## src/rtl/fp_divider.sv

```systemverilog
// fp_divider
//   Iterative IEEE-754 single-precision divider, Out = A / B.
//   A restoring radix-2 mantissa divider produces one quotient bit per cycle.
//   Only one operation runs at a time, under a start/busy/done handshake.
//   Denormal inputs are treated as zero, and underflow is flushed to zero.
//   Every result, special or not, takes the same 27-cycle latency.
//
// Ports
//   int_clk : clock; all state changes on its rising edge
//   rst_n   : asynchronous active-low reset
//   start   : request; it is sampled only in IDLE
//   A, B    : dividend and divisor; they are captured on the start edge
//   busy    : high in every state except IDLE
//   done    : one-cycle pulse when Out is updated
//   Out     : registered quotient; it is held until the next result
//
// Build option
//   FP_DIV_SPECIAL_EN : adds NaN and infinity operand handling.
//   Without this option, exponent 255 is an ordinary exponent, 0/0 gives
//   signed zero, and the divider never generates a NaN.

module fp_divider (
  input  logic        int_clk,
  input  logic        rst_n,
  input  logic        start,
  input  logic [31:0] A,
  input  logic [31:0] B,
  output logic        busy,
  output logic        done,
  output logic [31:0] Out
);

  typedef enum logic [1:0] {IDLE, DIVIDE, ROUND, DONE} state_t;
  typedef enum logic [1:0] {SP_NONE, SP_ZERO, SP_INF, SP_NAN} special_t;

  state_t             state;
  special_t           special_r;
  special_t           special_in;
  logic               sign_r;
  logic signed [9:0]  exp_r;
  logic [24:0]        rem_r;
  logic [23:0]        div_r;
  logic [25:0]        q_r;
  logic [4:0]         cnt_r;

  logic               rem_ge;
  logic [23:0]        rem_sub;
  logic [23:0]        mant_pre;
  logic               guard;
  logic               sticky;
  logic               round_up;
  logic [24:0]        mant_sum;
  logic [22:0]        frac_fin;
  logic signed [9:0]  exp_adj;
  logic signed [9:0]  exp_fin;
  logic [31:0]        result;

  // Classify the operands on the start edge. The classification is held
  // until ROUND, where it overrides the computed quotient.
  always_comb begin
    special_in = SP_NONE;
`ifdef FP_DIV_SPECIAL_EN
    begin
      logic a_zero, b_zero, a_inf, b_inf, a_nan, b_nan;
      a_zero = (A[30:23] == 8'h00);
      b_zero = (B[30:23] == 8'h00);
      a_inf  = (A[30:23] == 8'hFF) && (A[22:0] == 23'd0);
      b_inf  = (B[30:23] == 8'hFF) && (B[22:0] == 23'd0);
      a_nan  = (A[30:23] == 8'hFF) && (A[22:0] != 23'd0);
      b_nan  = (B[30:23] == 8'hFF) && (B[22:0] != 23'd0);
      if (a_nan || b_nan)                           special_in = SP_NAN;
      else if ((a_zero && b_zero) || (a_inf && b_inf)) special_in = SP_NAN;
      else if (a_inf)                               special_in = SP_INF;
      else if (b_inf)                               special_in = SP_ZERO;
      else if (a_zero)                              special_in = SP_ZERO;
      else if (b_zero)                              special_in = SP_INF;
    end
`else
    if (A[30:23] == 8'h00)      special_in = SP_ZERO;
    else if (B[30:23] == 8'h00) special_in = SP_INF;
`endif
  end

  // One restoring step. Any remainder that is not subtracted is already
  // below the divisor, so the remainder fits in 24 bits before the shift.
  always_comb begin
    rem_ge  = (rem_r >= {1'b0, div_r});
    rem_sub = rem_ge ? 24'(rem_r - {1'b0, div_r}) : rem_r[23:0];
  end

  // Normalise, round to nearest even, and range-check the quotient.
  always_comb begin
    if (q_r[25]) begin
      mant_pre = q_r[25:2];
      guard    = q_r[1];
      sticky   = q_r[0] | (rem_r != 25'd0);
      exp_adj  = exp_r;
    end else begin
      mant_pre = q_r[24:1];
      guard    = q_r[0];
      sticky   = (rem_r != 25'd0);
      exp_adj  = exp_r - 10'sd1;
    end
    round_up = guard & (sticky | mant_pre[0]);
    mant_sum = {1'b0, mant_pre} + {24'd0, round_up};
    // A rounding carry-out leaves 1.000..0; renormalise and bump the exponent.
    if (mant_sum[24]) begin
      frac_fin = mant_sum[23:1];
      exp_fin  = exp_adj + 10'sd1;
    end else begin
      frac_fin = mant_sum[22:0];
      exp_fin  = exp_adj;
    end
    unique case (special_r)
      SP_NAN:  result = 32'h7FC0_0000;
      SP_INF:  result = {sign_r, 8'hFF, 23'd0};
      SP_ZERO: result = {sign_r, 31'd0};
      default: begin
        if (exp_fin >= 10'sd255)   result = {sign_r, 8'hFF, 23'd0};
        else if (exp_fin <= 10'sd0) result = {sign_r, 31'd0};
        else                        result = {sign_r, exp_fin[7:0], frac_fin};
      end
    endcase
  end

  // Control FSM and datapath registers. busy and done are registered, so
  // they change exactly on the state transitions.
  always_ff @(posedge int_clk or negedge rst_n) begin
    if (!rst_n) begin
      state     <= IDLE;
      special_r <= SP_NONE;
      sign_r    <= 1'b0;
      exp_r     <= 10'sd0;
      rem_r     <= 25'd0;
      div_r     <= 24'd0;
      q_r       <= 26'd0;
      cnt_r     <= 5'd0;
      busy      <= 1'b0;
      done      <= 1'b0;
      Out       <= 32'd0;
    end else begin
      unique case (state)
        IDLE: begin
          if (start) begin
            sign_r    <= A[31] ^ B[31];
            exp_r     <= $signed({2'b00, A[30:23]} - {2'b00, B[30:23]} + 10'd127);
            rem_r     <= {2'b01, A[22:0]};
            div_r     <= {1'b1, B[22:0]};
            q_r       <= 26'd0;
            cnt_r     <= 5'd0;
            special_r <= special_in;
            busy      <= 1'b1;
            state     <= DIVIDE;
          end
        end
        DIVIDE: begin
          q_r   <= {q_r[24:0], rem_ge};
          rem_r <= {rem_sub, 1'b0};
          cnt_r <= cnt_r + 5'd1;
          if (cnt_r == 5'd25) state <= ROUND;
        end
        ROUND: begin
          Out   <= result;
          done  <= 1'b1;
          state <= DONE;
        end
        DONE: begin
          done  <= 1'b0;
          busy  <= 1'b0;
          state <= IDLE;
        end
        default: state <= IDLE;
      endcase
    end
  end

endmodule

```

## config.mk

```make
export PLATFORM = sky130hd
export DESIGN_NAME = fp_divider
export DESIGN_NICKNAME = d
export VERILOG_FILES = /design/src/rtl/fp_divider.sv
export SDC_FILE = /design/constraint.sdc
export NUM_CORES = 1
export LEC_CHECK = 0
export ABC_AREA = 1
export ABC_CLOCK_PERIOD_IN_PS = 3100
export BUFFER_PORTS_ARGS = -buffer_cell sky130_fd_sc_hd__clkbuf_2
export CORE_MARGIN = 2
export CORE_UTILIZATION = 49
export CTS_CLUSTER_SIZE = 20
export DETAILED_ROUTE_END_ITERATION = 6
export GPL_ROUTABILITY_DRIVEN = 0
export PLACE_DENSITY = 0.73
export SKIP_CTS_REPAIR_TIMING = 1
export SLEW_MARGIN = 25
export SYNTH_ARGS = -nofsm -noshare
export SYNTH_HDL_FRONTEND = slang
export SYNTH_SLANG_ARGS = --single-unit
```

## constraint.sdc

```tcl
create_clock -name int_clk -period 3.1 [get_ports int_clk]
set_input_delay 0.93 -clock int_clk [delete_from_list [all_inputs] [get_ports int_clk]]
set_output_delay 0.93 -clock int_clk [all_outputs]
set_load 0.005 [all_outputs]
```

## Word-level counts from Yosys, hierarchy flattened

Cells that the tools add are included.

- $add $sub $neg: 7
- $lt $le $gt $ge: 3
- Eq/ne operators: 9
- Mux-type cells: 24
- Bitwise operators: 4
- Reduce and logical (&&, ||, !) cells: 11

Operator list:

| operator | number |
|---|---|
| case mux 32 bit (3 select lines) | 1 |
| 2-to-1 mux 31 bit | 2 |
| case mux 26 bit (2 select lines) | 1 |
| case mux 25 bit (2 select lines) | 1 |
| 2-to-1 mux 24 bit | 2 |
| 2-to-1 mux 26 bit | 1 |
| adder 24 x 1 -> 25 bit | 1 |
| greater-or-equal comparator 25 x 24 -> 1 bit | 1 |
| 2-to-1 mux 25 bit | 1 |
| nonzero test 25 bit | 1 |
| subtractor 24 bit | 1 |
| 2-to-1 mux 23 bit | 1 |
| 2-to-1 mux 10 bit | 2 |
| logical NOT 8 bit | 2 |
| adder 10 x 2 -> 10 bit (second input constant) | 1 |
| adder 9 x 8 -> 10 bit (second input constant) | 1 |
| greater-or-equal comparator 10 x 9 -> 1 bit (second input constant) | 1 |
| less-or-equal comparator 10 x 1 -> 1 bit (second input constant) | 1 |
| case mux 5 bit (2 select lines) | 1 |
| subtractor 10 x 2 -> 10 bit (second input constant) | 1 |
| subtractor 8 x 8 -> 9 bit | 1 |
| == test 2 bit (second input constant) | 4 |
| 2-to-1 mux 2 bit | 4 |
| case mux 2 bit (4 select lines) | 1 |
| 13 further kinds | 24 |

- Register bits: 129
- Input port bits: 67
- Output and inout port bits: 34

## Depth between registers and ports, before layout

Gate-level depths: netlist (run 1).

- Depth in word-level cells: 11
- Depth in mapped cells: 25
- Mapped depth without buffers: 22

## Least setup slack after synthesis (run 1)

OpenSTA, ideal clock, no wires.

- Kind: reg2reg
- From: reg q_r[25]
- To: reg Out[10]
- Library setup time: 0.123 ns
- Arrival: 2.865 ns
- Data required time: 2.977 ns
- Slack: 0.112 ns
- Cell stages (with the launch flop): 24
- Path buffers: 6
- Period minus slack after synthesis: 2.988 ns
- Path through: dfrtp_1 buf_6 buf_6 buf_6 buf_2 o21ai_1 ha_1 inv_1 nor2_2 nand2_1 nor2_4 nand3_2 buf_6 nor2_1 nor2_1 nor2_1 nand2_1 nor2_2 nand2_4 nand2_4 nor2_8 inv_4 buf_6 o21ai_2

- Word-level cells in the longest chain between the ends: 9
- Elaborated cells on any way between the ends: 15

RTL lines:

| element | line | text |
|---|---|---|
| from (decl) | 43 | `logic [25:0] q_r;` |
| from (signal assigned) | 157 | `q_r <= {q_r[24:0], rem_ge};` |
| 2-to-1 mux 1 bit or 2-to-1 mux 24 bit (tied branches) | 93 | `if (q_r[25]) begin` |
| bitwise OR 1 bit | 104 | `round_up = guard & (sticky \| mant_pre[0]);` |
| bitwise AND 1 bit | 104 |  |
| adder 24 x 1 -> 25 bit | 105 | `mant_sum = {1'b0, mant_pre} + {24'd0, round_up};` |
| 2-to-1 mux 10 bit | 107 | `if (mant_sum[24]) begin` |
| less-or-equal comparator 10 x 1 -> 1 bit | 120 | `else if (exp_fin <= 10'sd0) result = {sign_r, 31'd0};` |
| 2-to-1 mux 31 bit | 120 |  |
| 2-to-1 mux 31 bit (*) | 119 | `if (exp_fin >= 10'sd255) result = {sign_r, 8'hFF, 23'd0};` |
| case mux 32 bit (3 select lines) (*) | 114 | `unique case (special_r)` |
| to (signal assigned) | 163 | `Out <= result;` |
| to (decl) | 30 | `output logic [31:0] Out` |

Every way passes the cells marked *; elsewhere a longest branch is shown, timed or not.
A chain may end at the register's enable or synchronous reset.

## Worst setup path in the final report (run 1)

- From: reg q_r[25]
- To: reg Out[29]

- Word-level cells in the longest chain between the ends: 9
- Elaborated cells on any way between the ends: 14

RTL lines:

| element | line |
|---|---|
| 2-to-1 mux 1 bit or 2-to-1 mux 24 bit (tied branches) | 93 |
| bitwise OR 1 bit | 104 |
| bitwise AND 1 bit | 104 |
| adder 24 x 1 -> 25 bit | 105 |
| 2-to-1 mux 10 bit (*) | 107 |
| less-or-equal comparator 10 x 1 -> 1 bit | 120 |
| 2-to-1 mux 31 bit | 120 |
| 2-to-1 mux 31 bit (*) | 119 |
| case mux 32 bit (3 select lines) (*) | 114 |

Marks and branches as above.

==> summary.md, run 1 <==
| Metric | Value |
|---|---|
| Tmin final | 2.83 ns |
| Number of global-route vias before repair | 8244 |
| Final nets | 1516 |
| Max_cap viols | 0 |
| WP data arrival | 3.17 ns |
| Number of synthesized flops with an enable pin | 0 |
| Clock transition at path regs | 0.06 ns |
| Synth top area share | 35.4% |
| Syn. warnings | 0 |
| Total track usage | 22.9% |
| Clock tree sinks | 129 |
| DIE AREA | 0.0197 sq mm |
| Commonest cells post-synth | nand2_1 (344), inv_1 (179), dfrtp_1 (129), nor2_1 (100), o21ai_0 (87) |
| Peak supply drop | 573 uV |
| CTS tree | yes |
| Worst slew margin | 63.1% |
| Status | complete, no violations |
| FP Rows | 49 |
| PortBufs | 100 |
| Pwr Density | 1190 mW/mm^2 |
| Initial DRC Count | 489 |
| Crit. End Element | flop |
| Final Util | 59.5% |
| GR peak layer | met2 |
| Drt pass-1 iters | 5 |
| Multi-input gate area | 0.00502 sq mm |
| Synth top area cells | dfrtp_1 (35%), nand2_1 (14%), inv_1 (7.4%) |
| Setup ws final | 0.265 ns |
| Register area | 0.00323 sq mm |
| Total CTS buffers | 17 |
| Netlist cell types | 50 |
| CP startpoint kind | flop |
| Post-DP HPWL | 16600 um |
| Vias/cell | 5.16 |
| Most common cell in the netlist | nand2_1 |
| DRC viols | 0 |
| Initial antenna violation count | 0 |
| First-pass GRT wire length | 37300 um |
| Worst-Margin Slew | 0.554 ns |
| Share of cells above drive strength 1 | 17.0% |
| GR Overflow Total | 0 |
| Die Height | 140 um |
| Avg Inst Size Synth | 7.12 sq um |
| Core Footprint | 0.0181 sq mm |
| Met2 usage | 40.8% |
| Via count | 8482 |
| Largest net degree at the start of global routing | 52 |
| Fmax | 0.353 GHz |
| Main synth FF type | dfrtp_1 |
| Mapped cell area | 0.00912 sq mm |
| Crit Path Max Fanout | 7 |
| Crit path cell chain | nand2_1 -> o21ai_1 -> nor2_1 -> buf_4 -> ha_1 -> inv_1 -> nor2_2 -> buf_4 -> nand3_2 -> nor2_4 -> nand4_2 -> buf_4 -> nor2_2 -> nand2_1 -> nand2_1 -> nand2_2 -> nand2_2 -> inv_2 -> nand2_4 -> buf_4 -> nand3_1 -> nand2_1 -> nand2_1 -> a21oi_1 |
| Die Width | 140 um |
| Met3 Usage GRT | 4.03% |
| CTS H-tree lvls | 4 |
| Max Root-Sink Buffers | 2 |
| Post-route ant nets | 0 |
| Routed length per instance | 13.3 um |
| Top cell by count, worst path | nand2_1 |
| Worst min-delay path category | reg2reg |
| Initial core utilization | 50.4% |
| Max incr delay on CP | 0.45 ns |
| Final WL | 21900 um |
| Cell taking the most area after synthesis | dfrtp_1 |
| Leakage Power | 5.45 nW |
| # setup viols final | 0 |
| RSZ-0062 raised after global routing | false |
| Period utilisation layout | 91.4% |
| #FFs+latches synth | 129 |
| CP Data Required Time | 3.44 ns |
| Area added between synthesis and finish | 18.0% |
| Clk_lat worst skew | 0.42 ns |
| Syn Nets | 1392 |
| Number of top-level design ports | 101 |
| FILL cells | 1686 |
| Seq/Total Area, Yosys | 35.4% |
| Pre-CTS WS | -0.0700 ns |
| Met1 usage | 28.5% |
| N_diodes | 0 |
| WS Path Type | reg2reg |
| Post-synthesis cell count | 1281 |
| Final Max Tran Viols | 0 |
| Root Buffer | clkbuf_16 |
| Skew final | 0.00748 ns |
| CP max-delay cell | dfrtp_2 |
| Post-synth ARST share | 100% |
| Final Hold Viols | 0 |
[power breakdown]
group | total, mW | internal, mW | switching (mW)
combinational | 7.84 | 2.88 | 4.96
sequential | 2.92 | 2.44 | 0.483
clock | 2.09 | 1.35 | 0.735
[final timing paths]
| path | startpoint | slack [ns] | cells past startpoint | endpoint |
|---|---|---|---|---|
| min reg2reg | div_r[23] | 0.46 | 2 | div_r[23] |
| max in group asynchronous | rst_n | 1.92 | 2 | q_r[25] |
| min | div_r[23] | 0.46 | 2 | div_r[23] |
| min in group asynchronous | rst_n | 0.50 | 1 | Out[2] |
| max | q_r[25] | 0.27 | 24 | Out[29] |
| max reg2reg | q_r[25] | 0.27 | 24 | Out[29] |
[layout make-up]
cell class / count / area share (%)
timing repair buffer: 145 / 8.40
tap: 229 / 2.66
multi-input combinational: 924 / 46.6
clock buffer: 20 / 4.15
inverter: 188 / 6.65
clock inverter: 10 / 1.50
sequential: 129 / 30.0
[through the flow]
step	power [mW]	hold slack (ns)	instance area, sq um	setup TNS (ns)	cells
floorplan	8.72	0.426	9120	0	1281
global placement	10.5	0.439	10100	0	1615
detailed placement	10.6	0.451	10100	-0.0700	1615
CTS	12.8	0.465	10700	0	1645
global route	14.2	0.495	10800	0	1645
finish	12.9	0.461	10800	0	1645
[worst max-delay path: cells and delay by family, from the launching register on]
kind,cells,cell delay (ns)
compound gates,2,0.23
fa+ha+maj,1,0.14
buf+inv,6,0.67
flops,1,0.45
simple gates,15,1.27
[registers in the layout (all words and copies together) (netlist names)]
register	flops
q_r	26
cnt_r	5
div_r	24
exp_r	10
rem_r	25
Out	32
busy	1
sign_r	1
special_r	2
state	2
done	1
[metal layers]
layer	up-vias	part of all wire, %
met5	-	0
met3	28	3.8
li1	4420	-
met1	3859	45
met4	0	1.6
met2	175	50
[kinds of logic (layout without fill, tap and decap cells)]
logic type                 count (synthesis)  after routing  share of synthesized area (%)
and+or+nand+nor                          583            583                           27.6
AOI/OAI and AO/OA                        252            252                           16.3
buffers and inverters                    228            363                           10.2
DFF                                      129            129                           35.4
xor gates and xnor gates                  45             45                           4.32
adders and majority gates                 44             44                           6.20
[cells in the final DEF (no fill, tap or decap), types with 17 or more instances in the layout]
master and n:
nand2_1 343, inv_1 179, dfrtp_1 128, clkbuf_2 99, nor2_1 97, o21ai_0 82, a21oi_1 66, nand3_1 60
ha_1 41, buf_4 41, xor2_1 32, o22ai_1 29, nand4_1 18, clkbuf_16 17
Note: power is estimated with default switching activity, not from simulation.
==> run 2, diff against run 1 <==
--- a/config.mk
+++ b/config.mk
@@ -5,11 +5,11 @@
 export SDC_FILE = /design/constraint.sdc
 export NUM_CORES = 1
 export LEC_CHECK = 0
-export ABC_AREA = 1
+export ABC_AREA = 0
 export ABC_CLOCK_PERIOD_IN_PS = 3100
 export BUFFER_PORTS_ARGS = -buffer_cell sky130_fd_sc_hd__clkbuf_2
-export CORE_MARGIN = 2
 export CORE_UTILIZATION = 49
+export CTS_CLUSTER_DIAMETER = 60
 export CTS_CLUSTER_SIZE = 20
 export DETAILED_ROUTE_END_ITERATION = 6
 export GPL_ROUTABILITY_DRIVEN = 0
==> summary.md, run 2 <==
| Metric | Value |
|---|---|
| Commonest cells post-synth | dfrtp_1 (129), inv_1 (77), nand2_1 (71), nor2_1 (64), o21ai_0 (59) |
| Clk_lat worst skew | 0.42 ns (about the same) |
| Share of cells above drive strength 1 | 27.9% (+11 points) |
| Worst slew margin | 52.7% (-10 points) |
| Status | finished, violations left |
| Hold Crit Depth | 2 (unchanged) |
| Largest net degree at the start of global routing | 40 (-23%) |
| Clock transition at path regs | 0.05 ns (about the same) |
| Setup ws final | -0.457 ns (-0.722 ns) |
| RSZ-0062 raised after global routing | true |
| Syn. warnings | 0 (unchanged) |
| End of the worst register-to-register path | Out[12] |
| Seq/Total Area, Yosys | 36.5% (+1.1 points) |
| Worst-Margin Slew | 0.708 ns (+0.154 ns) |
| Max_cap viols | 0 (unchanged) |
| PortBufs | 100 (unchanged) |
| Initial core utilization | 50.6% (+0.22 points) |
| Die Width | 136 um (-2.9%) |
| Synth top area share | 36.5% (+1.1 points) |
| Top cell by count, worst path | or4b_4 |
| WP data arrival | 3.84 ns (+0.67 ns) |
| Initial antenna violation count | 0 (unchanged) |
| Number of global-route vias before repair | 7627 (-7.5%) |
| Mapped cell area | 0.00885 sq mm (-2.9%) |
| Max reg flops | 32 (unchanged) |
| DIE AREA | 0.0186 sq mm (-5.7%) |
| Hold_sp | div_r[23] |
| Crit. End Element | flop |
| CTS H-tree lvls | 4 (unchanged) |
| Hold EP | div_r[23] |
| Reg-to-reg slack, setup | -0.46 ns (-0.72 ns) |
| # setup viols final | 31 (+31) |
| Critical path's top delay family | simple AND/OR/NAND/NOR gates |
| Final Max Tran Viols | 0 (unchanged) |
| Post-synth ARST share | 100% (unchanged) |
| Clock tree sinks | 129 (unchanged) |
| CP Data Required Time | 3.38 ns (-0.06 ns) |
| Core Footprint | 0.0175 sq mm (-3.4%) |
| CP bufs+invs | 3 (-3) |
| Most frequent cells in the layout | dfrtp_1 (127), buf_4 (115), clkbuf_2 (99) |
| Vias/cell | 5.69 (+10%) |
| Max incr delay on CP | 0.50 ns (+0.05 ns) |
| Total CTS buffers | 17 (unchanged) |
| Die Height | 136 um (-2.9%) |
| Max Root-Sink Buffers | 2 (unchanged) |
| Initial DRC Count | 605 (+24%) |
| Cell taking the most area after synthesis | dfrtp_1 |
| Failing checks | negative setup slack |
| CP max-delay cell | or4b_4 |
| Final Hold Viols | 0 (unchanged) |
| CP startpoint kind | flop |
| Period utilisation layout | 115% (+23 points) |
| Syn Nets | 1092 (-22%) |
| Drt pass-1 iters | 5 (unchanged) |
| #FFs+latches synth | 129 (unchanged) |
| Regs by FF count | Out x32, q_r x26, rem_r x25 |
| CTS tree | yes |
| Final Util | 63.6% (+4.1 points) |
| Via count | 7949 (-6.3%) |
| Final nets | 1272 (-16%) |
| Post-route ant nets | 0 (unchanged) |
| Crit path cell chain | inv_2 -> ha_2 -> or4b_4 -> a211o_1 -> a2111oi_4 -> buf_4 -> nand4_1 -> xor2_1 -> or4b_4 -> o21ai_4 -> nand4b_4 -> buf_12 -> o22ai_1 |
| Main synth FF type | dfrtp_1 |
| WS Path Type | reg2reg |
| Tot Pwr | 11.5 mW (-10%) |
| DRC viols | 0 (unchanged) |
| Area added between synthesis and finish | 25.5% |
| Pwr Density | 1040 mW/mm^2 (-13%) |
| FP Rows | 48 (-2.0%) |
| FF-to-FF path depth | 13 (-46%) |
| Routed length per instance | 16.2 um (+22%) |
| Worst min-delay path category | reg2reg |
| Netlist cell types | 72 (+44%) |
| Post-synthesis cell count | 981 (-23%) |
| Fmax | 0.281 GHz (-20%) |
| Reg2reg start | exp_r[1] |
| N_diodes | 0 (unchanged) |
| Post-DP HPWL | 16300 um (-2.2%) |
| Tmin final | 3.56 ns (+0.722 ns) |
| Synth top area cells | dfrtp_1 (36%), ha_1 (5.9%), xnor2_1 (5.2%) |
| Most common cell in the netlist | dfrtp_1 |
| FILL cells | 1424 (-16%) |
| First-pass GRT wire length | 36900 um (-1.0%) |
| Skew final | 0.00897 ns (+0.00149 ns) |
| Peak supply drop | 680 uV (+19%) |
| Avg Inst Size Synth | 9.02 sq um (+27%) |
| GR Overflow Total | 0 (unchanged) |
| Crit Path Max Fanout | 7 (unchanged) |
| Final WL | 22600 um (+3.2%) |
| Most flop-heavy register | Out |
| Leakage Power | 5.14 nW (-5.6%) |
| Total track usage | 25.0% (+2.1 points) |
| Root Buffer | clkbuf_16 |
| Commonest non-fill, non-tap cell in the layout | dfrtp_1 |
| Number of synthesized flops with an enable pin | 0 (unchanged) |
| Number of top-level design ports | 101 (unchanged) |
-- run 2: cell types whose count changed in the layout (fill, tap and decap cells not counted), sizes merged, moves of 21 or more --
cell   delta
inv     -110
mux2     +33
nand3    -31
a22o     +21
mux2i    +33
nand2   -286
nor2     -49
buf      +75
xnor2    +41
o21ai    -47
-- run 2: worst min-delay path, cell delays in order (launching register included) --
cell and delay [ns]:
dfrtp_1 0.32, inv_1 0.05, nand2_1 0.05
-- run 2: worst max path at each step --
stage	from	end	slack, ns	depth (start not counted)
2_1_floorplan	q_r[25]	Out[11]	-0.58	18
3_3_place_gp	exp_r[1]	Out[0]	-0.39	13
3_5_place_dp	exp_r[1]	Out[6]	-0.50	13
4_1_cts	exp_r[1]	Out[6]	-0.55	13
5_1_grt	exp_r[0]	Out[8]	-0.64	13
6_report	exp_r[1]	Out[12]	-0.46	13
-- run 2: metal layers --
metal / track usage, % / part of all wire, % / vias to the layer above / routed length [um]
li1: - / - / 3869 / -
met1: 32.6 / 45 / 3832 / 10200
met2: 42.0 / 49 / 201 / 11100
met3: 3.73 / 3.6 / 47 / 821
met4: 8.77 / 2.3 / 0 / 516
met5: 0 / 0 / - / 0
-- run 2: through the flow --
step / instances / setup slack [ns] / hold WS, ns / setup TNS (ns) / area (sq um)
detailed placement: 1362 / -0.496 / 0.442 / -12.98 / 10400
global route: 1397 / -0.635 / 0.469 / -17.44 / 11100
CTS: 1392 / -0.549 / 0.455 / -14.15 / 10900
floorplan: 981 / -0.579 / 0.418 / -14.77 / 8940
global placement: 1362 / -0.394 / 0.431 / -9.99 / 10400
finish: 1397 / -0.457 / 0.454 / -12.17 / 11100
-- run 2: cell type report --
type	instances	area [sq um]	share of cell area, %
flip-flops and latches	129	3230	29.1
clock inverters	7	110	0.991
multi-input cells	716	5270	47.4
clock buffers	23	458	4.12
inverters	77	289	2.60
well taps	225	282	2.53
repair buffers	220	1470	13.2
-- run 2: kinds of logic after synthesis --
group	share of synthesized area, %
simple gates	15.9
mux	7.93
flops	36.5
buf+inv	6.08
compound gates	18.9
xor+xnor	8.31
fa+ha+maj	6.39
-- run 2: report_power, final --
part           switching, mW  internal [mW]  total [mW]
clock network          0.717           1.27        1.99
logic                   3.72           3.11        6.83
registers              0.476           2.25        2.73
total                   4.91           6.63        11.5
